`config.mk`:
```
export PLATFORM = sky130hd
export DESIGN_NAME = wptr_full_lvl
export DESIGN_NICKNAME = d
export VERILOG_FILES = /design/src/rtl/fifo_pkg.sv /design/src/rtl/ptr_sync.sv /design/src/rtl/wptr_full_lvl.sv
export SDC_FILE = /design/constraint.sdc
export NUM_CORES = 1
export LEC_CHECK = 0
export CORE_MARGIN = 5
export CORE_UTILIZATION = 52
export DETAILED_ROUTE_END_ITERATION = 7
export PLACE_DENSITY_LB_ADDON = 0.25
export SETUP_SLACK_MARGIN = 0.3
export SKIP_CTS_REPAIR_TIMING = 1
export SYNTH_ARGS = -nofsm -noshare
export SYNTH_HDL_FRONTEND = slang
export SYNTH_HIERARCHICAL = 1
export SYNTH_SLANG_ARGS = --single-unit
export TNS_END_PERCENT = 20
```
`constraint.sdc`:
```
create_clock -name wr_clk -period 7.2 [get_ports wr_clk]
set_input_delay 1.08 -clock wr_clk [delete_from_list [all_inputs] [get_ports wr_clk]]
set_output_delay 1.08 -clock wr_clk [all_outputs]
set_load 0.01 [all_outputs]
```
`src/rtl/fifo_pkg.sv`:
```
// Shared helpers for the dual-clock FIFO pointer logic.
// Gray/binary conversions work on a 32-bit container; callers size-cast to their pointer width.
package fifo_pkg;

    function automatic logic [31:0] bin2gray(input logic [31:0] i_bin);
        return i_bin ^ (i_bin >> 1);
    endfunction

    // Prefix XOR from the MSB down; zero-extended upper bits leave the low bits exact.
    function automatic logic [31:0] gray2bin(input logic [31:0] i_gray);
        logic [31:0] r_bin;
        r_bin[31] = i_gray[31];
        for (int i = 30; i >= 0; i--) begin
            r_bin[i] = r_bin[i+1] ^ i_gray[i];
        end
        return r_bin;
    endfunction

endpackage

```
`src/rtl/ptr_sync.sv`:
```
// Multi-flop synchroniser for a Gray-coded pointer crossing clock domains.
// Pure flop chain with no logic between stages.
module ptr_sync #(
    parameter int WIDTH  = 5,
    parameter int STAGES = 2
) (
    input  logic             i_clk,
    input  logic             i_rst_n,
    input  logic [WIDTH-1:0] i_d,
    output logic [WIDTH-1:0] o_q
);

    logic [STAGES-1:0][WIDTH-1:0] r_sync;

    always_ff @(posedge i_clk or negedge i_rst_n) begin
        if (!i_rst_n) begin
            r_sync <= '0;
        end else begin
            r_sync <= {r_sync[STAGES-2:0], i_d};
        end
    end

    assign o_q = r_sync[STAGES-1];

endmodule

```
`src/rtl/wptr_full_lvl.sv`:
```
// Write-domain pointer, full, almost-full, fill level and sticky overflow for a dual-clock FIFO.
// Status is derived from the synchronised read pointer, so it is conservative during sync latency.
module wptr_full_lvl
    import fifo_pkg::*;
#(
    parameter int ADDR_SIZE   = 4,
    parameter int SYNC_STAGES = 2
) (
    input  logic                 wr_clk,
    input  logic                 wr_rstn,
    input  logic                 wr_inc,
    input  logic [ADDR_SIZE:0]   rd_ptr_gray,
    input  logic [ADDR_SIZE:0]   af_thresh,
    input  logic                 ovf_clr,
    output logic [ADDR_SIZE-1:0] wr_addr,
    output logic [ADDR_SIZE:0]   wr_ptr,
    output logic                 wr_full,
    output logic                 wr_almost_full,
    output logic [ADDR_SIZE:0]   wr_level,
    output logic                 wr_ovf
);

    localparam int PW = ADDR_SIZE + 1;

    logic [PW-1:0] r_wr_bin;
    logic [PW-1:0] r_wr_ptr;
    logic          r_full;
    logic          r_almost_full;
    logic [PW-1:0] r_level;
    logic          r_ovf;

    logic [PW-1:0] w_wq_rptr;
    logic [PW-1:0] w_wq_rbin;
    logic          w_accept;
    logic [PW-1:0] w_binnext;
    logic [PW-1:0] w_graynext;
    logic [PW-1:0] w_level_next;
    logic          w_full_val;
    logic          w_af_next;
    logic          w_ovf_next;

    ptr_sync #(
        .WIDTH  (PW),
        .STAGES (SYNC_STAGES)
    ) u_rptr_sync (
        .i_clk   (wr_clk),
        .i_rst_n (wr_rstn),
        .i_d     (rd_ptr_gray),
        .o_q     (w_wq_rptr)
    );

    assign w_wq_rbin    = PW'(gray2bin(32'(w_wq_rptr)));
    assign w_accept     = wr_inc & ~r_full;
    assign w_binnext    = r_wr_bin + PW'(w_accept);
    assign w_graynext   = PW'(bin2gray(32'(w_binnext)));
    assign w_level_next = w_binnext - w_wq_rbin;

    // Full when the next write pointer has lapped the read pointer by exactly one depth.
    assign w_full_val = (w_graynext == {~w_wq_rptr[ADDR_SIZE:ADDR_SIZE-1], w_wq_rptr[ADDR_SIZE-2:0]});
    assign w_af_next  = (w_level_next >= af_thresh);
    // A rejected write outranks a simultaneous clear so no overflow event is lost.
    assign w_ovf_next = (wr_inc & r_full) | (r_ovf & ~ovf_clr);

    always_ff @(posedge wr_clk or negedge wr_rstn) begin
        if (!wr_rstn) begin
            r_wr_bin      <= '0;
            r_wr_ptr      <= '0;
            r_full        <= 1'b0;
            r_almost_full <= 1'b0;
            r_level       <= '0;
            r_ovf         <= 1'b0;
        end else begin
            r_wr_bin      <= w_binnext;
            r_wr_ptr      <= w_graynext;
            r_full        <= w_full_val;
            r_almost_full <= w_af_next;
            r_level       <= w_level_next;
            r_ovf         <= w_ovf_next;
        end
    end

    assign wr_addr        = r_wr_bin[ADDR_SIZE-1:0];
    assign wr_ptr         = r_wr_ptr;
    assign wr_full        = r_full;
    assign wr_almost_full = r_almost_full;
    assign wr_level       = r_level;
    assign wr_ovf         = r_ovf;

endmodule

```
# [Word level (Yosys, flattened, before mapping)]
# Cells that the tools add are included.
# Widths: inputs -> output; s select.
[totals] reg_bits=28 input_bits=14 wordCells=24
[op_classes] add_sub_neg=2 order_cmp=1 eq_ne=1 n_bitwise=12
[ops] cell="$add 5x1->5" count=1
[ops] cell="$eq 5x5->1" count=1
[ops] cell="$ge 5x5->1" count=1
[ops] cell="$sub 5x5->5" count=1
[ops] cell="$xor 5x4->5" count=1
[ops] cell="$xor 1x1->1" count=4
[ops] cell="$and 1x1->1" count=3
[ops] cell="$not 1->1" count=2
[ops] cell="$not 2->2" count=1
[ops] cell="$or 1x1->1" count=1

# [Longest topological paths before layout]
# Gate-level depths: netlist of run 1.
[depth] ltp_word=6 depth_mapped=13

# [By module]
# The synthesis of run 1 kept the hierarchy.
[by_module_without_submodules] module="wptr_full_lvl" instances=1 cells_each=86 area_per_inst_um2=972.2 seq_area_each_um2=425.4
[by_module_without_submodules] module="ptr_sync" instances=1 cells_each=15 area_per_inst_um2=287.8 seq_area_each_um2=250.2

# [Least setup slack after synthesis of run 1]
# Ideal clock, no wire load.
[synth_timing] path_type="input-to-reg" startpoint="input wr_inc" endpoint="register r_almost_full, in the netlist wr_almost_full" setup_time_ps=118 arrival_time_ps=3325 required_ps=7082 setup_slack_ps=3757 cell_stages=11 cell_sequence="nor2b_1 -> ha_1 -> ha_1 -> inv_1 -> fa_1 -> inv_1 -> ha_1 -> a21o_1 -> a21o_1 -> a21o_1 -> a21o_1"
[synth_via] elab_chain_len=4
[synth_rtl] item="start: declaration" line_no="wptr_full_lvl.sv:11" rtl="input logic wr_inc,"
[synth_rtl] item="$and 1x1->1" line_no="wptr_full_lvl.sv:53" rtl="assign w_accept = wr_inc & ~r_full;"
[synth_rtl] item="$add 5x1->5" line_no="wptr_full_lvl.sv:54" rtl="assign w_binnext = r_wr_bin + PW'(w_accept);"
[synth_rtl] item="named net w_binnext[1]" line_no="wptr_full_lvl.sv:35" rtl="logic [PW-1:0] w_binnext;"
[synth_rtl] item="$sub 5x5->5" line_no="wptr_full_lvl.sv:56" rtl="assign w_level_next = w_binnext - w_wq_rbin;"
[synth_rtl] item="named net w_level_next[1]" line_no="wptr_full_lvl.sv:37" rtl="logic [PW-1:0] w_level_next;"
[synth_rtl] item="$ge 5x5->1" line_no="wptr_full_lvl.sv:60" rtl="assign w_af_next = (w_level_next >= af_thresh);"
[synth_rtl] item="named net w_af_next" line_no="wptr_full_lvl.sv:39" rtl="logic w_af_next;"
[synth_rtl] item="end signal: assignment" line_no="wptr_full_lvl.sv:76" rtl="r_almost_full <= w_af_next;"
[synth_rtl] item="end: declaration" line_no="wptr_full_lvl.sv:28" rtl="logic r_almost_full;"
# The timed path passes the listed nets, and every way through them passes these cells.

# [Worst setup path after layout of run 1]
# Ends and elaborated chain as after synthesis.

==> results of run 1 <==
final cells by class:
type	count	area, um2
clock buffer	3	22.5
clock inverter	1	7.51
fill	181	659
inverter	12	45.0
multi-input combinational	57	502
sequential	27	676
tap	28	35.0
timing repair buffer	31	308
per-layer routing:
layer	GRT usage, %	vias up	part of all wire, %
met5	0	-	0
met4	7.77	0	2.6
met3	2.61	5	5.3
met2	23.6	20	50
met1	15.3	379	42
li1	-	377	-
power by group through the flow:
stage	combinational, mW	clock (mW)	sequential (mW)
finish	0.465	0.0670	0.240
global route	0.523	0.0765	0.247
CTS	0.476	0.0703	0.241
detailed placement	0.474	0	0.245
global placement	0.456	0	0.240
floorplan	0.288	0	0.263
placed cells by master (no fill, tap or decap):
cell,count
clkdlybuf4s50_1,30
dfrtp_1,27
inv_1,12
xnor2_1,11
ha_1,11
xor2_1,8
a21o_1,6
nand2_1,4
a21oi_1,3
clkbuf_4,3
nor2b_1,2
nand3_1,2
nor2_1,2
mux2_2,1
a31oi_1,1
a21oi_2,1
xnor3_1,1
nor4_2,1
o21ai_0,1
nand2b_1,1
fa_1,1
clkinvlp_4,1
buf_4,1
registers in the layout (all words and copies together), names as in the netlist:
signal	flops
r_wr_bin	5
u_rptr_sync/o_q	5
u_rptr_sync/r_sync	5
wr_level	5
wr_ptr	4
wr_almost_full	1
wr_full	1
wr_ovf	1
logic make-up after synthesis:
group                      after synthesis  share of synthesized area [%]
AOI/OAI and AO/OA                       12                           6.35
xor gates and xnor gates                20                           15.0
adders and majority gates               12                           12.5
buffers and inverters                   17                           6.55
DFF                                     27                           53.6
muxes                                    1                          0.894
and+or+nand+nor                         12                           5.06
metrics by stage:
stage	std cells	worst slack, ns	power, mW	instance area (um2)	hold slack (ns)
2_1_floorplan	101	3.76	0.551	1260	0.331
3_3_place_gp	155	3.21	0.696	1570	0.333
3_5_place_dp	155	3.13	0.719	1570	0.335
4_1_cts	159	3.49	0.787	1600	0.359
5_1_grt	159	3.39	0.847	1600	0.380
6_report	159	3.49	0.772	1600	0.363
worst max-delay path, delay by kind of cell:
kind	cells	cell delay, ns
adder cells (fa/ha/maj)	4	1.45
AO/OA/AOI/OAI	4	0.66
buffers and inverters	3	0.61
AND/OR/NAND/NOR	1	0.14
final timing paths:
kind                                                 start                         endpoint  cells past startpoint
max                                                 wr_inc         wr_almost_full$_DFF_PN0_                     12
max in group asynchronous                          wr_rstn  u_rptr_sync/r_sync[0]$_DFF_PN0_                      2
max reg2reg                   u_rptr_sync/o_q[3]$_DFF_PN0_         wr_almost_full$_DFF_PN0_                     12
min in group asynchronous                          wr_rstn                 wr_ovf$_DFF_PN0_                      2
min reg2reg                u_rptr_sync/r_sync[0]$_DFF_PN0_     u_rptr_sync/o_q[0]$_DFF_PN0_                      0
min                        u_rptr_sync/r_sync[0]$_DFF_PN0_     u_rptr_sync/o_q[0]$_DFF_PN0_                      0
==> results.json, run 1 <==
{
  "status": "completed",
  "ys.flop_type": "dfrtp_1",
  "htree_levels": 1,
  "swShare_pct": 38.2,
  "ys_seq_area_share_pct": 53.6,
  "antenna_found_initial": 0,
  "clkLatencyLatePin_ns": 0.33,
  "cts_tree": "yes",
  "cp-start-kind": "primary input",
  "pwr-share-clk_pct": 8.7,
  "dieWidth_um": 59.2,
  "gp_congestion": 0.773,
  "rsz0062_at_grt": "no",
  "p_per_area_nw_per_um2": 484,
  "fmax_ghz": 0.270,
  "numCtsBuffers": 3,
  "numPortBuffers": 30,
  "drt_wl_total_mm": 1.99,
  "vias": 781,
  "cts.sinks": 27,
  "seqPwrFrac_pct": 31.1,
  "synth.top_cells.by_count": "27 x dfrtp_1, 12 x inv_1, 11 x ha_1, 11 x xnor2_1, 8 x xor2_1",
  "synth_top_area_share_pct": 53.6,
  "mappedNetlistArea_um2": 1260,
  "grt_max_degree": 28,
  "reg2reg_slack_ns": 4.10,
  "synth-async-reset-ratio_pct": 100,
  "crit_path_top_delay_cell": "fa_1",
  "switchingPower_mw": 0.295,
  "cp_slowest_stage_delay_ns": 0.55,
  "cellInternalPower_mw": 0.477,
  "maxCapViolCount": 0,
  "ys_ff_latch": 27,
  "start_util_pct": 55.9,
  "relSlewSlack_pct": 73.7,
  "end_kind": "flop",
  "post-route-period-util_pct": 51.5,
  "utilization_pct": 70.8,
  "synthCells": 101,
  "yosysTopAreaCell": "dfrtp_1",
  "cts.path.max_buffers": 2,
  "yosys_warnings": 6,
  "critPathKind": "in -> reg",
  "synth.distinct_cells": 20,
  "skew_ns": 0.00655,
  "slew_viol_final": 0,
  "dieArea_um2": 3510,
  "hpwl_mm": 1.62,
  "syn-num-nets": 127,
  "cp_max_fo": 6,
  "synth.most_common_cell": "dfrtp_1",
  "ios": 31,
  "clk_pin_slew_worst_paths_ns": 0.15,
  "drt_iter0_drc": 5,
  "fin_tns_setup_ns": 0,
  "hp-class": "reg -> reg",
  "syn2layout_area_growth_pct": 26.6,
  "cp_cell_sequence": "clkdlybuf4s50_1 -> nor2b_1 -> ha_1 -> ha_1 -> inv_1 -> fa_1 -> inv_1 -> ha_1 -> a21o_1 -> a21o_1 -> a21o_1 -> a21o_1",
  "worstPathArrival_ns": 3.95,
  "leakagePower_nw": 0.760,
  "routed_via_density": 4.91,
  "setup_viol": 0,
  "synth_edf_count": 0,
  "combPwrFrac_pct": 60.3,
  "die_h_um": 59.2,
  "syn_area_per_cell_um2": 12.5,
  "grt_pass1_wl_mm": 3.51,
  "synth.area.top_cells": "dfrtp_1 54%, ha_1 11%, xnor2_1 7.6%, xor2_1 5.6%, a21o_1 3.6%",
  "diodes": 0,
  "core_area_um2": 2250,
  "worst_slew_pin_slew_ns": 0.394,
  "drc": 0,
  "crit_top_cell": "a21o_1",
  "wl_per_cell_um": 12.5,
  "grt_pass1_vias": 824,
  "track_usage_pct": 13.6,
  "ant_nets": 0,
  "required_ns": 7.44,
  "cts_root_buf": "clkbuf_4",
  "drive_gt1_share_pct": 6.11,
  "rows": 17,
  "final_net_count": 158,
  "peakVddDrop_uv": 292,
  "dr.pass1.iters": 2,
  "grt_overflow": 0,
  "fin_crit_ns": 3.71,
  "hold_viol_final": 0
}
No activity file was read; power rests on OpenSTA's default activity.
==> run 2, diff against run 1 <==
--- a/config.mk
+++ b/config.mk
@@ -5,8 +5,9 @@
 export SDC_FILE = /design/constraint.sdc
 export NUM_CORES = 1
 export LEC_CHECK = 0
+export CORE_ASPECT_RATIO = 0.5
 export CORE_MARGIN = 5
-export CORE_UTILIZATION = 52
+export CORE_UTILIZATION = 43
 export DETAILED_ROUTE_END_ITERATION = 7
 export PLACE_DENSITY_LB_ADDON = 0.25
 export SETUP_SLACK_MARGIN = 0.3
==> constraint.sdc (replaced) <==
create_clock -name wr_clk -period 3.1 [get_ports wr_clk]
set_input_delay 0.465 -clock wr_clk [delete_from_list [all_inputs] [get_ports wr_clk]]
set_output_delay 0.465 -clock wr_clk [all_outputs]
set_load 0.01 [all_outputs]
==> results.json, run 2 (synthesis results as in run 1) <==
{
  "status": "completed",
  "r2r_cells": 12,
  "start_util_pct": 46.7,
  "drc": 0,
  "place_ws_ns": -0.118,
  "combPwrFrac_pct": 62.1,
  "cts_tree": "yes",
  "gp_congestion": 0.714,
  "final_common_cell": "clkdlybuf4s50_1",
  "rsz0062_at_grt": "yes",
  "fmax_ghz": 0.344,
  "post-route-period-util_pct": 93.7,
  "clk_pin_slew_worst_paths_ns": 0.09,
  "utilization_pct": 63.5,
  "skew_ns": 0.00563,
  "slew_viol_final": 0,
  "rows": 13,
  "min_path_cells": 0,
  "routed_via_density": 4.32,
  "relSlewSlack_pct": 77.5,
  "ant_nets": 0,
  "drt_iter0_drc": 26,
  "leakagePower_nw": 0.816,
  "cts.path.max_buffers": 2,
  "finalPower_mw": 1.97,
  "ios": 31,
  "peakVddDrop_uv": 622,
  "antenna_found_initial": 0,
  "wl_per_cell_um": 11.4,
  "dieArea_um2": 4180,
  "hold_viol_final": 0,
  "clkLatencyLatePin_ns": 0.27,
  "dieWidth_um": 86.6,
  "vias": 761,
  "startpoint": "u_rptr_sync/o_q[4]$_DFF_PN0_",
  "setup_ws_ns": 0.196,
  "switchingPower_mw": 0.713,
  "cellInternalPower_mw": 1.26,
  "hp-class": "reg -> reg",
  "cp_max_fo": 2,
  "placedCellCount": 171,
  "holdCritStartpoint": "u_rptr_sync/r_sync[4]$_DFF_PN0_",
  "syn2layout_area_growth_pct": 36.0,
  "grt_overflow": 0,
  "seqPwrFrac_pct": 28.0,
  "cp-start-kind": "flop",
  "r2r-start": "u_rptr_sync/o_q[4]$_DFF_PN0_",
  "core_area_um2": 2700,
  "critPathKind": "reg -> reg",
  "worst_slew_pin_slew_ns": 0.338,
  "dpl-instance-area_um2": 1640,
  "p_per_area_nw_per_um2": 1150,
  "drive_gt1_share_pct": 15.1,
  "hpwl_mm": 1.56,
  "pwr-share-clk_pct": 9.9,
  "diodes": 0,
  "setup_viol": 0,
  "die_h_um": 48.3,
  "final_cell_mix": "30 x clkdlybuf4s50_1, 27 x dfrtp_1, 11 x inv_1",
  "grt_pass1_wl_mm": 3.51,
  "numCtsBuffers": 3,
  "design_area_um2": 1710,
  "numPortBuffers": 30,
  "end_kind": "flop",
  "drt_wl_total_mm": 2.00,
  "cts.sinks": 27,
  "required_ns": 3.27,
  "worstPathArrival_ns": 3.07,
  "fin_tns_setup_ns": 0,
  "cts_root_buf": "clkbuf_8",
  "grt_max_degree": 28,
  "dr.pass1.iters": 3,
  "maxCapViolCount": 0,
  "track_usage_pct": 11.7,
  "fin_cells": 176,
  "final_net_count": 166,
  "holdWs_ns": 0.354,
  "grt_pass1_vias": 756,
  "htree_levels": 1,
  "fin_crit_ns": 2.90,
  "swShare_pct": 36.1
}
## run 2: changes by cell type in the layout (fill, tap and decap cells not counted)
cell,previous run,this run
inv_2,0,1
xnor2_2,0,2
ha_1,11,9
fa_1,1,0
ha_2,0,1
clkbuf_8,0,3
buf_4,1,9
inv_1,12,11
fa_2,0,1
xnor2_1,11,9
clkbuf_1,0,1
clkinvlp_4,1,0
clkbuf_4,3,0
ha_4,0,1
## run 2: critical path, cell delays in order, from the launching register on
cell and delay, ns:
dfrtp_1 0.43, xnor2_2 0.20, xor2_1 0.24, xor2_1 0.25
xnor2_1 0.10, ha_2 0.21, fa_2 0.55, inv_2 0.05
ha_4 0.20, a21o_1 0.15, a21o_1 0.15, a21o_1 0.14
a21o_1 0.15
## run 2: final timing paths
path | endpoint | slack (ns)
min | u_rptr_sync/o_q[4]$_DFF_PN0_ | 0.35
max in group asynchronous | r_wr_bin[3]$_DFF_PN0_ | 2.29
max | wr_almost_full$_DFF_PN0_ | 0.20
min reg2reg | u_rptr_sync/o_q[4]$_DFF_PN0_ | 0.35
max reg2reg | wr_almost_full$_DFF_PN0_ | 0.20
min in group asynchronous | u_rptr_sync/r_sync[0]$_DFF_PN0_ | 0.55
## run 2: power groups by stage
stage,Sequential (mW),Combinational (mW),Clock [mW]
floorplan,0.611,0.671,0
detailed placement,0.561,1.19,0
global placement,0.562,1.17,0
global route,0.573,1.39,0.219
CTS,0.554,1.19,0.203
finish,0.553,1.23,0.195
## run 2: cell type report
type                    instances  area (um2)
flip-flops and latches         27         676
clock buffers                   4        45.0
well taps                      37        46.3
multi-input cells              57         534
fillers                       219         986
inverters                      12        45.0
repair buffers                 39         368
## run 2: layer usage
| metal | track usage [%] | part of all wire (%) | up-vias |
|---|---|---|---|
| met4 | 6.52 | 2.3 | 0 |
| met2 | 16.6 | 37 | 23 |
| li1 | - | - | 396 |
| met3 | 4.05 | 8.1 | 4 |
| met1 | 16.1 | 52 | 338 |
| met5 | 0 | 0 | - |
==> run 3, diff against run 2 <==
--- a/config.mk
+++ b/config.mk
@@ -12,6 +12,7 @@
 export PLACE_DENSITY_LB_ADDON = 0.25
 export SETUP_SLACK_MARGIN = 0.3
 export SKIP_CTS_REPAIR_TIMING = 1
+export SLEW_MARGIN = 0
 export SYNTH_ARGS = -nofsm -noshare
 export SYNTH_HDL_FRONTEND = slang
 export SYNTH_HIERARCHICAL = 1
==> results of run 3 <==
No change in the layout: final DEF, timing and power equal those of run 2.
